==> src/rtl/alu_bus_controller.sv <==
// Command sequencer for the 16-bit ALU: reads operands from a local register file,
// drives the ALU for a settle time, samples its bus, writes back and returns the result.
module alu_bus_controller #(
  parameter int WIDTH  = 16,
  parameter int REGS   = 8,
  parameter int ADDR_W = 3,
  parameter int SETTLE = 2
) (
  input  logic              clock,
  input  logic              reset,
  input  logic              cmd_valid,
  output logic              cmd_ready,
  input  logic [1:0]        cmd_op,
  input  logic [ADDR_W-1:0] cmd_dst,
  input  logic [ADDR_W-1:0] cmd_srca,
  input  logic [ADDR_W-1:0] cmd_srcb,
  input  logic [WIDTH-1:0]  cmd_imm,
  output logic [WIDTH-1:0]  alu_a,
  output logic [WIDTH-1:0]  alu_b,
  output logic              alu_op,
  input  logic [WIDTH-1:0]  alu_bus,
  output logic              res_valid,
  input  logic              res_ready,
  output logic [WIDTH-1:0]  res_data,
  output logic [ADDR_W-1:0] res_dst,
  output logic              res_zero,
  input  logic [ADDR_W-1:0] dbg_addr,
  output logic [WIDTH-1:0]  dbg_data
);

  typedef enum logic [1:0] {
    S_IDLE,
    S_EXEC,
    S_WRITE,
    S_RESP
  } state_t;

  localparam logic [1:0] OP_NOT  = 2'b00;
  localparam logic [1:0] OP_LOAD = 2'b10;
  localparam logic [1:0] OP_MOVE = 2'b11;

  localparam int CNT_W = (SETTLE > 1) ? $clog2(SETTLE) : 1;
  localparam logic [CNT_W-1:0] CNT_INIT = CNT_W'(SETTLE - 1);

  state_t             r_state;
  state_t             w_state_next;
  logic [CNT_W-1:0]   r_cnt;
  logic [1:0]         r_op;
  logic [ADDR_W-1:0]  r_dst;
  logic [WIDTH-1:0]   r_imm;
  logic [WIDTH-1:0]   r_alu_a;
  logic [WIDTH-1:0]   r_alu_b;
  logic               r_alu_op;
  logic [WIDTH-1:0]   r_res_data;
  logic [ADDR_W-1:0]  r_res_dst;
  logic               r_res_zero;
  logic [WIDTH-1:0]   r_rf [REGS];

  logic               w_cmd_ready;
  logic               w_res_valid;
  logic               w_accept;
  logic               w_write;
  logic [WIDTH-1:0]   w_wdata;

  always_ff @(posedge clock) begin
    if (reset) begin
      r_state <= S_IDLE;
    end else begin
      r_state <= w_state_next;
    end
  end

  always_comb begin
    w_state_next = r_state;
    w_cmd_ready  = 1'b0;
    w_res_valid  = 1'b0;
    w_write      = 1'b0;
    case (r_state)
      S_IDLE: begin
        w_cmd_ready = 1'b1;
        if (cmd_valid) begin
          w_state_next = (cmd_op == OP_LOAD) ? S_WRITE : S_EXEC;
        end
      end
      S_EXEC: begin
        if (r_cnt == '0) begin
          w_state_next = S_WRITE;
        end
      end
      S_WRITE: begin
        w_write      = 1'b1;
        w_state_next = S_RESP;
      end
      S_RESP: begin
        w_res_valid = 1'b1;
        if (res_ready) begin
          w_state_next = S_IDLE;
        end
      end
      default: w_state_next = S_IDLE;
    endcase
  end

  assign w_accept = w_cmd_ready && cmd_valid;
  assign w_wdata  = (r_op == OP_LOAD) ? r_imm : alu_bus;

  // LOAD never touches the ALU, so its operand registers keep their previous values.
  always_ff @(posedge clock) begin
    if (reset) begin
      r_cnt      <= '0;
      r_op       <= '0;
      r_dst      <= '0;
      r_imm      <= '0;
      r_alu_a    <= '0;
      r_alu_b    <= '0;
      r_alu_op   <= 1'b0;
      r_res_data <= '0;
      r_res_dst  <= '0;
      r_res_zero <= 1'b1;
    end else begin
      if (w_accept) begin
        r_op  <= cmd_op;
        r_dst <= cmd_dst;
        r_imm <= cmd_imm;
        r_cnt <= CNT_INIT;
        if (cmd_op != OP_LOAD) begin
          r_alu_a  <= r_rf[cmd_srca];
          r_alu_b  <= (cmd_op == OP_MOVE) ? '0 : r_rf[cmd_srcb];
          r_alu_op <= (cmd_op != OP_NOT);
        end
      end else if ((r_state == S_EXEC) && (r_cnt != '0)) begin
        r_cnt <= r_cnt - 1'b1;
      end
      if (w_write) begin
        r_res_data <= w_wdata;
        r_res_dst  <= r_dst;
        r_res_zero <= (w_wdata == '0);
      end
    end
  end

  always_ff @(posedge clock) begin
    if (reset) begin
      for (int i = 0; i < REGS; i++) begin
        r_rf[i] <= '0;
      end
    end else if (w_write) begin
      r_rf[r_dst] <= w_wdata;
    end
  end

  assign cmd_ready = w_cmd_ready;
  assign res_valid = w_res_valid;
  assign alu_a     = r_alu_a;
  assign alu_b     = r_alu_b;
  assign alu_op    = r_alu_op;
  assign res_data  = r_res_data;
  assign res_dst   = r_res_dst;
  assign res_zero  = r_res_zero;
  assign dbg_data  = r_rf[dbg_addr];

endmodule
==> config.mk <==
export PLATFORM = sky130hd
export DESIGN_NAME = alu_bus_controller
export DESIGN_NICKNAME = d
export VERILOG_FILES = /design/src/rtl/alu_bus_controller.sv
export SDC_FILE = /design/constraint.sdc
export NUM_CORES = 1
export LEC_CHECK = 0
export CORE_MARGIN = 10
export CORE_UTILIZATION = 56
export DETAILED_ROUTE_END_ITERATION = 10
export PLACE_DENSITY_LB_ADDON = 0.08
export SLEW_MARGIN = 20
export SYNTH_ARGS = -nofsm -noshare
export SYNTH_HDL_FRONTEND = slang
export SYNTH_SLANG_ARGS = --single-unit
export TNS_END_PERCENT = 10
==> constraint.sdc <==
create_clock -name clock -period 2.5 [get_ports clock]
set_clock_uncertainty 0.05 [all_clocks]
set_input_delay 0.5 -clock clock [delete_from_list [all_inputs] [get_ports clock]]
set_output_delay 0.5 -clock clock [all_outputs]
set_load 0.01 [all_outputs]
* Yosys cells after proc, flatten, opt, wreduce, memory -nomap -nowiden
Memories as Yosys holds them, arrays and structs flattened. A register that Yosys moved wholly into a read port is not among the register bits.
Index checks and enable logic that the tools add are counted.
** Storage, ports and cells
- Register bits :: 61
- Input port bits :: 50
- Output and inout port bits :: 71
- Memory bits (writable) :: 128
- Word-level logic and storage cells :: 51
- Memories :: 1
** Cells by class
- Eq/ne operators :: 10
- Mux-type cells :: 20
- Reductions and logical operators :: 9
- Add/sub/neg operators :: 1
** Memories
- r_rf :: depth 8, width 16, rd ports 3, clocked after Yosys merged registers in 1, write ports 8, RTL line 57 : logic [WIDTH-1:0] r_rf [REGS];
** Operators with widths (count)
- $mux 16 :: 3
- $logic_not 16->1 :: 1
- $reduce_or 16->1 :: 1
- $mux 1 :: 11
- $eq 2x2->1 const B :: 5
- $mux 2 :: 4
- $ne 2x2->1 const B :: 4
- $pmux 2 s4 :: 1
- $reduce_bool 2->1 :: 2
- $mux 3 :: 1
- $reduce_and 3->1 :: 1
- $eq 2x1->1 const B :: 1
- $logic_and 1x1->1 :: 2
- $logic_not 2->1 :: 1
- $reduce_and 2->1 :: 1
- $sub 1x1->1 const B :: 1

* Longest topological paths before layout
Gate-level depths: netlist of run 1.
- Depth after elaboration :: 7
- Gate-level depth with buffers :: 7
- Depth with buffers taken out :: 6

* Worst setup path after synthesis of run 1
No wires, ideal clock.
- Kind :: input -> output
- Start :: input dbg_addr[0]
- End :: output dbg_data[0]
- Slack :: 0.195 ns
- Required time :: 1.950 ns
- Arrival time :: 1.755 ns
- Cell stages on the path :: 4
- Buffers on the path :: 2
- Cells stage by stage :: clkbuf_1 > buf_4 > mux4_2 > mux2_2
** Between the ends
- Longest elaborated chain between the ends :: 1
** RTL lines
- start, declared :: RTL line 27 : input logic [ADDR_W-1:0] dbg_addr,
- $mem_v2 8x16
- end, declared :: RTL line 28 : output logic [WIDTH-1:0] dbg_data
No other way between the ends.

==> metrics, run 1 <==
status=complete, no violations; synthesized area=just over 10,000 um2; pins over their slew limit=0; setup ws final=46.9 ps; CTS Buf Count=23; Final Hold Violating Endpoints=0; initial antenna violation count=0; chip height=155 um; largest net degree at the start of global routing=38; Power Density=803 nW/um2; CTS max path bufs=3; TNS Setup=0 ps; hold path cells=3; worst hold path type=primary input to flop; synth unique cells=34; CP required=1950 ps; vias per cell=6.32; Area Growth Syn to Fin=23.5%; vias in the first global route=7,617; root buffer cell=clkbuf_16; DR DRC count=0; Non-Filler Instances=between 1,000 and 1,500; Reg-to-Reg Start=r_state[0]; yosys warns=0; Clock Latency Late Sink=520 ps; Detail Placement HPWL=around 18 mm; synthesized area per cell=13.6 um2; async set-or-reset flop fraction in the synthesized netlist=0%; met1 Track Usage GR=between 20 and 30%; CP endpoint kind=output pin; DP Worst Slack=-431 ps; GPL Wtd Cong=0.849; Initial Utilization=a little under three fifths; IO buf count=120; Worst setup SP type=flop; Routed WL per cell=24.7 um; hold buffer count at CTS=0; antenna fix cells=0; Reg2Reg Depth=7; nets@finish=938; EDFF count, synth=128; die area=24,000 um2; busiest grt layer=met2; first-pass GRT wire length=between 40 and 50 mm; RSZ-0062 raised after global routing=no; DR iter-0 viols=738; sequential area share after synthesis=52.8%; Sink Count=205; setup slack, reg-to-reg=530 ps; post-synth top area share=37.7%; leakage=4.53 nW; die width=155 um; Setup CP Type=flop to output pin; # rows=49; Max Cap Viol=0; Hold Path Origin=reset; Gate Count Post-Synth=748; Critical Path Fanout Max=2; Fmax=408 MHz; Worst Hold Path EP=res_dst[2]; H-tree levels=1; GR Util met3=6.09%; prevailing post-synth register cell=edfxtp_1; area of the core=roughly 18,000 um2; Post-Syn Nets=803; CTS tree=yes; IO Pins=121; crit share post-route=98.1%; GR Layer Usage met2=37.2%; Synth area leader=edfxtp_1; max_slew headroom=50.6%; layout cell share with drive strength beyond 1=25.9%; clk slew on worst S/H paths=approximately 60 ps; Vias=7,128; Final Setup Violations=0; final wirelength=approximately 28 mm; worst endpoint data arrival time=1900 ps; Worst IR Drop VDD=roughly 0.69 mV; total congestion overflow=0; synthesis-stage register bit count=205; Placed Instances=1,077; first-pass detailed-route iteration total=5; crit path time final=2450 ps; Worst-Margin Slew=740 ps; Final ANT Viol Nets=0; top cells by area, synth=edfxtp_1, mux4_2, dfxtp_1; Total GRT Usage=23.1%; r2r endpoint=r_rf[4][9]
[per-stage QoR]
| stage | power [mW] | instance area, um2 | hold slack, ps | util (%) |
|---|---|---|---|---|
| floorplan | 5.71 | 10200 | 381 | - |
| global placement | 6.67 | 11800 | 393 | 65.7 |
| detailed placement | 6.75 | 11800 | 397 | 65.7 |
| CTS | 10.2 | 12700 | 395 | 70.5 |
| global route | 10.5 | 12600 | 423 | 70.1 |
| finish | 10.1 | 12600 | 405 | 70.1 |
[layout by cell type (no fill, tap or decap), drive strengths merged, types with 2 or more instances in the layout]
cell | Yosys | layout
o2bb2ai | 32 | 32
mux4 | 96 | 96
mux2 | 16 | 16
inv | 5 | 6
nor4 | 2 | 2
a211oi | 18 | 18
a21oi | 25 | 25
or3 | 2 | 2
clkbuf | 33 | 36
buf | 26 | 59
nor2 | 152 | 152
bufinv | 0 | 3
nand3 | 4 | 4
or4 | 2 | 2
clkinvlp | 0 | 3
dfxtp | 77 | 77
nand2b | 10 | 10
nand4 | 3 | 3
clkdlybuf4s50 | 0 | 99
edfxtp | 128 | 128
clkdlybuf4s15 | 0 | 2
clkinv | 0 | 7
mux2i | 51 | 51
nor2b | 4 | 4
nor3 | 2 | 2
ha | 5 | 5
nand2 | 48 | 48
[power breakdown]
part | leakage [nW] | internal (mW) | switching (mW)
combinational | 2.20 | 1.16 | 1.24
sequential | 1.95 | 3.99 | 0.275
clock | 0.371 | 2.08 | 1.36
total | 4.53 | 7.24 | 2.87
[kinds of logic (layout without fill, tap and decap cells)]
| logic type | Yosys count | in the layout | synth area share, % |
|---|---|---|---|
| flops | 205 | 205 | 52.8 |
| simple gates | 231 | 231 | 9.21 |
| fa+ha+maj | 5 | 5 | 0.613 |
| mux | 163 | 163 | 28.8 |
| compound gates | 80 | 80 | 5.68 |
| buf+inv | 64 | 215 | 2.87 |
[routing by layer]
metal | routed length (um) | up-vias | share of wire, %
li1 | - | 3124 | -
met1 | 10800 | 3534 | 39
met2 | 13200 | 404 | 48
met3 | 3020 | 66 | 11
met4 | 786 | 0 | 2.8
met5 | 0 | - | 0
[final cells by class]
| class | instances | area [um2] |
|---|---|---|
| Sequential cell | 205 | 5390 |
| Tap cell | 229 | 287 |
| Timing Repair Buffer | 169 | 1610 |
| Fill cell | 1223 | 5370 |
| Clock buffer | 27 | 622 |
| Inverter | 5 | 18.8 |
| Multi-Input combinational cell | 479 | 4530 |
| Clock inverter | 14 | 146 |
[how the worst max path moves through the flow]
stage                     cells past startpoint        start           end
after floorplan                               4  dbg_addr[0]   dbg_data[0]
after global placement                        5  dbg_addr[1]  dbg_data[10]
after detailed placement                      5  dbg_addr[1]   dbg_data[4]
after CTS                                     3   r_rf[3][0]   dbg_data[0]
after global routing                          3  r_rf[3][15]  dbg_data[15]
final                                         3   r_rf[7][4]   dbg_data[4]
[cell usage after synthesis, types with 3 or more instances]
cell	n
nand2_1	48
mux2i_1	35
nor2_1	152
nor2b_1	4
mux4_2	96
buf_1	12
nand4_1	3
o2bb2ai_1	32
edfxtp_1	128
a21oi_1	25
a211oi_1	18
inv_1	5
mux2i_2	13
ha_1	5
buf_2	3
nand3_1	4
clkbuf_1	33
mux2i_4	3
nand2b_1	10
buf_4	9
mux2_2	16
dfxtp_1	77
[sequential cells by signal, summed over array words and instances, names as in the netlist]
| name | count |
|---|---|
| alu_a | 16 |
| r_state | 2 |
| r_imm | 16 |
| r_rf | 128 |
| r_op | 2 |
| res_dst | 3 |
| alu_op | 1 |
| r_dst | 3 |
| alu_b | 16 |
| res_zero | 1 |
| res_data | 16 |
| r_cnt | 1 |
[worst max-delay path: stages, from the launching register on]
cell and delay (ps):
edfxtp_1 440, mux4_2 510, mux2_4 290, buf_2 140
[what timing repair did]
action                                  in CTS  in global routing
buffers inserted                             9                  0
resized for setup                           46                 12
endpoints found under the setup margin      16                 12
cloned                                       1                  0
Note: power is estimated with default switching activity, not from simulation.
==> run 2: changes to the inputs <==
--- a/config.mk
+++ b/config.mk
@@ -9,7 +9,7 @@
 export CORE_UTILIZATION = 56
 export DETAILED_ROUTE_END_ITERATION = 10
 export PLACE_DENSITY_LB_ADDON = 0.08
-export SLEW_MARGIN = 20
+export SLEW_MARGIN = 5
 export SYNTH_ARGS = -nofsm -noshare
 export SYNTH_HDL_FRONTEND = slang
 export SYNTH_SLANG_ARGS = --single-unit
==> results of run 2 <==
Final layout, timing and power as in run 1 (identical DEF).
